$ cat config.mk
export PLATFORM = sky130hd
export DESIGN_NAME = lut_neuron_table_loader
export DESIGN_NICKNAME = d
export VERILOG_FILES = /design/src/rtl/lut_neuron_pkg.sv /design/src/rtl/lut_neuron_table_mem.sv /design/src/rtl/lut_neuron_table_loader.sv
export SDC_FILE = /design/constraint.sdc
export NUM_CORES = 1
export LEC_CHECK = 0
export CAP_MARGIN = 25
export CORE_ASPECT_RATIO = 1.2
export CORE_MARGIN = 10
export CORE_UTILIZATION = 35
export DETAILED_ROUTE_END_ITERATION = 12
export PLACE_DENSITY_LB_ADDON = 0.1
export REMOVE_ABC_BUFFERS = 1
export SLEW_MARGIN = 20
export SYNTH_ARGS = -nofsm -noshare
export SYNTH_HDL_FRONTEND = slang
export SYNTH_SLANG_ARGS = --single-unit
$ cat constraint.sdc
create_clock -name clk -period 3.4 [get_ports clk]
set_input_delay 0.68 -clock clk [delete_from_list [all_inputs] [get_ports clk]]
set_output_delay 0.68 -clock clk [all_outputs]
set_load 0.02 [all_outputs]
$ cat src/rtl/lut_neuron_pkg.sv
// Shared types and sizing helpers for the runtime-loadable neuron LUT.
package lut_neuron_pkg;

    // Default neuron fan-in width and output activation width
    localparam int DEF_IN_BITS  = 4;
    localparam int DEF_OUT_BITS = 2;

    // Loader states: no table, table being streamed in, table usable
    typedef enum logic [1:0] {
        EMPTY = 2'd0,
        LOAD  = 2'd1,
        READY = 2'd2
    } state_e;

    // Number of table entries addressed by an in_bits-wide address
    function automatic int table_depth(input int in_bits);
        return 1 << in_bits;
    endfunction

endpackage

$ cat src/rtl/lut_neuron_table_mem.sv
// Truth-table storage: register array with one write port and one registered
// read port. The array itself is not reset; only the read register is.
// Optional macro LUT_READBACK_EN adds an asynchronous host readback port.
module lut_neuron_table_mem
    import lut_neuron_pkg::*;
#(
    parameter int IN_BITS  = DEF_IN_BITS,
    parameter int OUT_BITS = DEF_OUT_BITS
) (
    input  logic                clk,
    input  logic                rst_n,
    input  logic                wr_en_i,
    input  logic [IN_BITS-1:0]  wr_addr_i,
    input  logic [OUT_BITS-1:0] wr_data_i,
    input  logic                rd_en_i,
    input  logic [IN_BITS-1:0]  rd_addr_i,
    output logic [OUT_BITS-1:0] rd_data_o
`ifdef LUT_READBACK_EN
    ,
    input  logic [IN_BITS-1:0]  rb_addr_i,
    output logic [OUT_BITS-1:0] rb_data_o
`endif
);

    localparam int DEPTH = table_depth(IN_BITS);

    logic [OUT_BITS-1:0] mem_q [DEPTH];
    logic [OUT_BITS-1:0] rd_data_q;

    // Table write: contents survive reset and must be reloaded by the host
    always_ff @(posedge clk) begin
        if (wr_en_i) begin
            mem_q[wr_addr_i] <= wr_data_i;
        end
    end

    // Registered lookup; holds the last result when no request is accepted
    always_ff @(posedge clk or negedge rst_n) begin
        if (!rst_n) begin
            rd_data_q <= '0;
        end else if (rd_en_i) begin
            rd_data_q <= mem_q[rd_addr_i];
        end
    end

    assign rd_data_o = rd_data_q;

`ifdef LUT_READBACK_EN
    assign rb_data_o = mem_q[rb_addr_i];
`endif

endmodule

$ cat src/rtl/lut_neuron_table_loader.sv
// Runtime-programmable neuron LUT: streams a truth table in address order over
// a valid/ready config port, then serves 1-cycle-latency lookups.
// Optional macro LUT_READBACK_EN adds rb_addr/rb_data for host readback.
module lut_neuron_table_loader
    import lut_neuron_pkg::*;
#(
    parameter int IN_BITS  = DEF_IN_BITS,
    parameter int OUT_BITS = DEF_OUT_BITS
) (
    input  logic                clk,
    input  logic                rst_n,
    input  logic                load_start,
    input  logic                cfg_valid,
    output logic                cfg_ready,
    input  logic [OUT_BITS-1:0] cfg_data,
    output logic                load_done,
    output logic                table_valid,
    input  logic                in_valid,
    output logic                in_ready,
    input  logic [IN_BITS-1:0]  in_data,
    output logic                out_valid,
    output logic [OUT_BITS-1:0] out_data
`ifdef LUT_READBACK_EN
    ,
    input  logic [IN_BITS-1:0]  rb_addr,
    output logic [OUT_BITS-1:0] rb_data
`endif
);

    localparam logic [IN_BITS-1:0] LAST_ADDR = '1;

    state_e               state_q;
    logic [IN_BITS-1:0]   wr_addr_q;
    logic                 cfg_ready_q;
    logic                 load_done_q;
    logic                 table_valid_q;
    logic                 in_ready_q;
    logic                 out_valid_q;

    logic                 cfg_hs_d;
    logic                 wr_en_d;
    logic                 rd_en_d;

    // Config handshake; a simultaneous load_start restart discards the entry
    always_comb begin
        cfg_hs_d = cfg_valid && cfg_ready_q;
        wr_en_d  = cfg_hs_d && !load_start;
        rd_en_d  = in_valid && in_ready_q;
    end

    // Loader FSM with registered control outputs
    always_ff @(posedge clk or negedge rst_n) begin
        if (!rst_n) begin
            state_q       <= EMPTY;
            wr_addr_q     <= '0;
            cfg_ready_q   <= 1'b0;
            load_done_q   <= 1'b0;
            table_valid_q <= 1'b0;
            in_ready_q    <= 1'b0;
        end else begin
            load_done_q <= 1'b0;
            case (state_q)
                EMPTY: begin
                    if (load_start) begin
                        state_q     <= LOAD;
                        wr_addr_q   <= '0;
                        cfg_ready_q <= 1'b1;
                    end
                end
                LOAD: begin
                    if (load_start) begin
                        wr_addr_q <= '0;
                    end else if (cfg_hs_d) begin
                        if (wr_addr_q == LAST_ADDR) begin
                            wr_addr_q     <= '0;
                            load_done_q   <= 1'b1;
                            state_q       <= READY;
                            cfg_ready_q   <= 1'b0;
                            table_valid_q <= 1'b1;
                            in_ready_q    <= 1'b1;
                        end else begin
                            wr_addr_q <= wr_addr_q + 1'b1;
                        end
                    end
                end
                READY: begin
                    if (load_start) begin
                        state_q       <= LOAD;
                        wr_addr_q     <= '0;
                        cfg_ready_q   <= 1'b1;
                        table_valid_q <= 1'b0;
                        in_ready_q    <= 1'b0;
                    end
                end
                default: begin
                    state_q       <= EMPTY;
                    wr_addr_q     <= '0;
                    cfg_ready_q   <= 1'b0;
                    table_valid_q <= 1'b0;
                    in_ready_q    <= 1'b0;
                end
            endcase
        end
    end

    // Result-valid flag tracks accepted lookups one cycle later
    always_ff @(posedge clk or negedge rst_n) begin
        if (!rst_n) begin
            out_valid_q <= 1'b0;
        end else begin
            out_valid_q <= rd_en_d;
        end
    end

    lut_neuron_table_mem #(
        .IN_BITS  (IN_BITS),
        .OUT_BITS (OUT_BITS)
    ) u_mem (
        .clk       (clk),
        .rst_n     (rst_n),
        .wr_en_i   (wr_en_d),
        .wr_addr_i (wr_addr_q),
        .wr_data_i (cfg_data),
        .rd_en_i   (rd_en_d),
        .rd_addr_i (in_data),
        .rd_data_o (out_data)
`ifdef LUT_READBACK_EN
        ,
        .rb_addr_i (rb_addr),
        .rb_data_o (rb_data)
`endif
    );

    assign cfg_ready   = cfg_ready_q;
    assign load_done   = load_done_q;
    assign table_valid = table_valid_q;
    assign in_ready    = in_ready_q;
    assign out_valid   = out_valid_q;

endmodule

After elaboration in Yosys (flattened, before gate mapping)
Memory sizes are Yosys's and may differ from the RTL's. A register that Yosys moved wholly into a read port is not among the register bits.
Cells that the tools add are included.
{ "totals": {"regBits": 10, "latch_bits": 0, "ram_bits": 32, "mem_bits_ro": 0, "output_inout_bits": 7, "elab_cells": 54, "mem_count": 1} }
{ "classes": {"add_sub_neg": 1, "multipliers": 0, "div_mod_pow": 0, "n_lt_le_gt_ge": 0, "n_eq_ne": 9, "n_shift": 0, "n_mux": 26, "bitwise_logic": 1, "n_reduce_logical": 10} }
{ "mem_list": {"columns": ["name", "words", "word_bits", "rd", "rd_clocked_by_memory_dff", "wr", "line_no", "source"], "rows": [
  ["u_mem.mem_q", 16, 2, 1, 1, 1, "lut_neuron_table_mem.sv:27", "logic [OUT_BITS-1:0] mem_q [DEPTH];"]
]} }
{ "op_table": {"columns": ["op", "count"], "rows": [
  ["$mux W4", 4],
  ["$mux W1", 14],
  ["$mux W2", 4],
  ["$ne A2 B2 Y1 const B", 4],
  ["$pmux W4 S2", 1],
  ["$reduce_and A5 Y1", 1],
  ["$add A4 B1 Y4 const B", 1],
  ["$eq A4 B4 Y1 const B", 1],
  ["$pmux W2 S2", 1],
  ["$reduce_and A4 Y1", 1],
  ["$logic_and A1 B1 Y1", 3],
  ["$ne A3 B3 Y1 const B", 1],
  ["$pmux W1 S3", 1],
  ["$eq A2 B1 Y1 const B", 1],
  ["$eq A2 B2 Y1 const B", 1],
  ["$logic_not A1 Y1", 2],
  ["$logic_not A2 Y1", 1],
  ["$ne A2 B1 Y1 const B", 1],
  ["$pmux W1 S2", 1],
  ["$reduce_and A2 Y1", 1],
  ["$reduce_or A2 Y1", 1],
  ["$not A1 Y1", 1]
]} }

Depth between registers and ports, before layout
{ "logic_depth": {"word_depth": 5, "ltp_mapped": 5, "ltp_nobuf": 5} }

Modules after synthesis
A second synthesis with hierarchy kept.
{ "unflattened": {"hier_cells": 131, "area_unflattened_um2": 1983.2} }
{ "by_module_without_submodules": {"columns": ["module", "n_inst", "cells_per_inst", "area_each_um2"], "rows": [
  ["lut_neuron_table_mem", 1, 76, 1435.1],
  ["lut_neuron_table_loader", 1, 55, 548.0]
]} }

Worst setup path after synthesis
Ideal clock, no wire load.
{ "synth_timing": {"path_type": "input to register", "startpoint": "in in_data[1]", "endpoint": "reg u_mem.rd_data_q[0], in the netlist u_mem.rd_data_o[0], read port of u_mem.mem_q", "setup_time_ps": 124, "t_arrival_ps": 1595, "path_slack_ps": 1681, "stages": 4, "n_path_buf": 0, "path_cell_list": "mux4_1 o22ai_1 nor4_1 a211o_1"} }
{ "synth_rtl": {"columns": ["element", "line_no", "source"], "rows": [
  ["start: declaration", "lut_neuron_table_loader.sv:20", "input logic [IN_BITS-1:0] in_data,"],
  ["end: declaration", "lut_neuron_table_mem.sv:28", "logic [OUT_BITS-1:0] rd_data_q;"]
]} }

==> impl_metrics.csv <==
group,metric,value,unit
routing,wl_per_cell,17.7,µm
floorplanning,die_width,88.2,µm
clock_network,cts_resized,0,
clock_network,clk_path_buf_depth,2,
clock_network,root_buffer,"clkbuf_8",
setup_path,cp_max_fo,13,
routing,via_per_inst,5.28,
setup_path,cp_top_family,"buffers and inverters",
setup_path,cp-end-kind,"flop",
synth,syn_inst,140,
synth,ys_seq_elements,44,
setup_path,worstReg2RegStart,"wr_addr_q[0]$_DFFE_PN0P_",
placement,gp_congestion,0.821,
floorplanning,num_rows,29,
setup_path,rr_endpoint,"u_mem.mem_q[15][0]$_DFFE_PP_",
clock_network,clk_pin_slew,0.08,ns
global_routing,grtUsageTotal,9.07,%
placement,place_inst,213,
power_and_ir_drop,p_leak,0.864,nW
sta,period_minus_slack,2.43,ns
setup_path,cp.arrival,2.60,ns
clock_network,cts_setup_buffers,0,
sta,tightest_slew,0.640,ns
global_routing,grt_overflow,0,
power_and_ir_drop,vdd_drop_max,0.150,mV
sta,finalMaxSlewViolations,0,
sta,skew,0.00345,ns
routing,drt_wl_total,3910,µm
final_layout,layout_commonest_cell,"edfxtp_1",
setup_path,cp_cell_sequence,"clkdlybuf4s50_1 > mux4_1 > o22ai_1 > nor3_1 > a211o_1",
global_routing,grt_antenna_before_repair,0,
final_layout,drive_above_1_share,7.55,%
global_routing,grt_pass1_wl,6210,µm
clock_network,h-tree-depth,2,
synth,synth_edf_count,32,
setup_path,worstRegToRegCells,4,
floorplanning,pin_count,18,
clock_network,cts_tree,"yes",
final_layout,antenna_cells,0,
setup_path,rrSetupSlack,1.92,ns
setup_path,critPathKind,"in2reg",
setup_path,crit_cells,5,
floorplanning,dieArea,8990,µm²
routing,detailedRoute.firstPassIterationCount,3,
synth,synth_area_per_cell,14.0,µm²
placement,hpwlAfterDp,2890,µm
setup_path,cp.required,3.58,ns
final_layout,nets,173,
setup_path,crit_slowest_cell,"clkdlybuf4s50_1",
power_and_ir_drop,total_power,0.951,mW
routing,postRouteAntennaNets,0,
setup_path,cp-endpoint,"u_mem.rd_data_o[1]$_DFFE_PN0P_",
setup_path,start_kind,"input port",
sta,relSlewSlack,57.2,%
clock_network,clock_latency,0.29,ns
sta,tns,0,ns
synth,synth_sequential_area_ratio,64.5,%
sta,period_share,71.4,%
hold_path,holdPathStages,1,
synth,synth_area,1950,µm²
power_and_ir_drop,p_per_area,423,nW/µm²
setup_path,worst-path-buf-inv,1,
synth,async_flop_share,27.3,%
hold_path,min_path_type,"reg2reg",
clock_network,holdBufCountCts,0,
floorplanning,start_util,36.4,%
final_layout,area_growth_syn_to_layout,15.0,%
sta,whs,0.510,ns
synth,ys.flop_type,"edfxtp_1",
clock_network,cts.sink_count,44,
synth,ys_types,36,
global_routing,grt_max_degree,17,
routing,vias,1166,
synth,synth_warnings,0,
final_layout,final_cell_mix,"edfxtp_1 (32), clkdlybuf4s50_1 (17), nor2_1 (14), dfrtp_1 (12)",
setup_path,startpoint,"in_data[1]",
placement,io_buffers,17,
sta,setup_viol,0,
floorplanning,die_h,102,µm
routing,drc,0,
clock_network,cts-buffers-inserted,5,
final_layout,fillers,518,
routing,drt-initial-drc-count,98,
sta,timing.final.hold_violations,0,
sta,rsz0062_at_grt,"no",
final_layout,instances_no_fill,221,
sta,timing.fmax,412,MHz
job,max_cap_viol_count,0,
status,status,"finished clean",
floorplanning,core,5370,µm²
global_routing,grt_pass1_vias,1246,
setup_path,cpPeakStageDelay,0.84,ns
==> synth_stat cells, types with 3 or more instances <==
cell       n  area share (%)
edfxtp_1  32              49
nor2_1    14             2.7
dfrtp_1   12              15
inv_1      8             1.5
nand2_1    8             1.5
mux2_2     5             2.9
clkbuf_1   4            0.77
ha_1       4             2.6
mux4_1     4             5.4
nand2b_1   4             1.3
nor3_1     4             1.0
o22ai_1    4             1.3
a21oi_1    3            0.77
nor4_1     3            0.96
o21ai_0    3            0.77
==> where the power goes <==
part	switching, mW	internal [mW]
Sequential	0.00749	0.580
Combinational	0.0328	0.0273
Clock	0.163	0.140
Total	0.204	0.747
==> registers in the layout, summed over array words and instances (netlist names) <==
signal and cells:
u_mem.mem_q 32, out_valid 1, state_q 2, u_mem.rd_data_o 2, in_ready 1, wr_addr_q 4
cfg_ready 1, load_done 1
==> routing by layer <==
metal / GRT usage [%] / vias to the layer above / part of all wire (%)
met4: 4.73 / 0 / 2.3
li1: - / 561 / -
met2: 15.7 / 22 / 50
met1: 9.58 / 574 / 43
met3: 3.03 / 9 / 4.5
met5: 0 / - / 0
==> metrics by stage <==
stage                     area, µm²  setup WS, ns  utilization [%]
after floorplan                1920          1.68                -
after global placement         2170         0.711             40.4
after detailed placement       2170         0.653             40.4
after CTS                      2250         0.972             41.9
after global routing           2250         0.868             41.9
final                          2250         0.974             41.9
==> cell type report <==
| type | count | area [µm²] | area share (%) |
|---|---|---|---|
| Sequential cell | 44 | 1260 | 56.1 |
| Multi-Input combinational cell | 82 | 629 | 28.0 |
| Timing Repair Buffer | 17 | 170 | 7.57 |
| Tap cell | 62 | 77.6 | 3.45 |
| Clock buffer | 6 | 72.6 | 3.23 |
| Inverter | 8 | 30.0 | 1.34 |
| Clock inverter | 2 | 7.51 | 0.334 |
==> worst min path at each step <==
stage,start,end,slack (ns)
4_1_cts,u_mem.rd_data_o[0]$_DFFE_PN0P_,u_mem.rd_data_o[0]$_DFFE_PN0P_,0.52
2_1_floorplan,rst_n,cfg_ready$_DFFE_PN0P_,0.38
5_1_grt,u_mem.rd_data_o[0]$_DFFE_PN0P_,u_mem.rd_data_o[0]$_DFFE_PN0P_,0.54
6_report,u_mem.rd_data_o[0]$_DFFE_PN0P_,u_mem.rd_data_o[0]$_DFFE_PN0P_,0.51
3_5_place_dp,u_mem.rd_data_o[0]$_DFFE_PN0P_,u_mem.rd_data_o[0]$_DFFE_PN0P_,0.50
3_3_place_gp,u_mem.rd_data_o[0]$_DFFE_PN0P_,u_mem.rd_data_o[0]$_DFFE_PN0P_,0.47
==> kinds of logic (layout without fill, tap and decap cells) <==
kind of cell | Yosys count | in the layout | synth area share, %
flip-flops | 44 | 44 | 64.5
AND/OR/NAND/NOR | 43 | 43 | 11.5
AO/OA/AOI/OAI | 23 | 23 | 8.32
buffers and inverters | 14 | 33 | 3.26
multiplexers | 12 | 12 | 9.86
adder cells (fa/ha/maj) | 4 | 4 | 2.56
(Power assumes the default switching activity.)
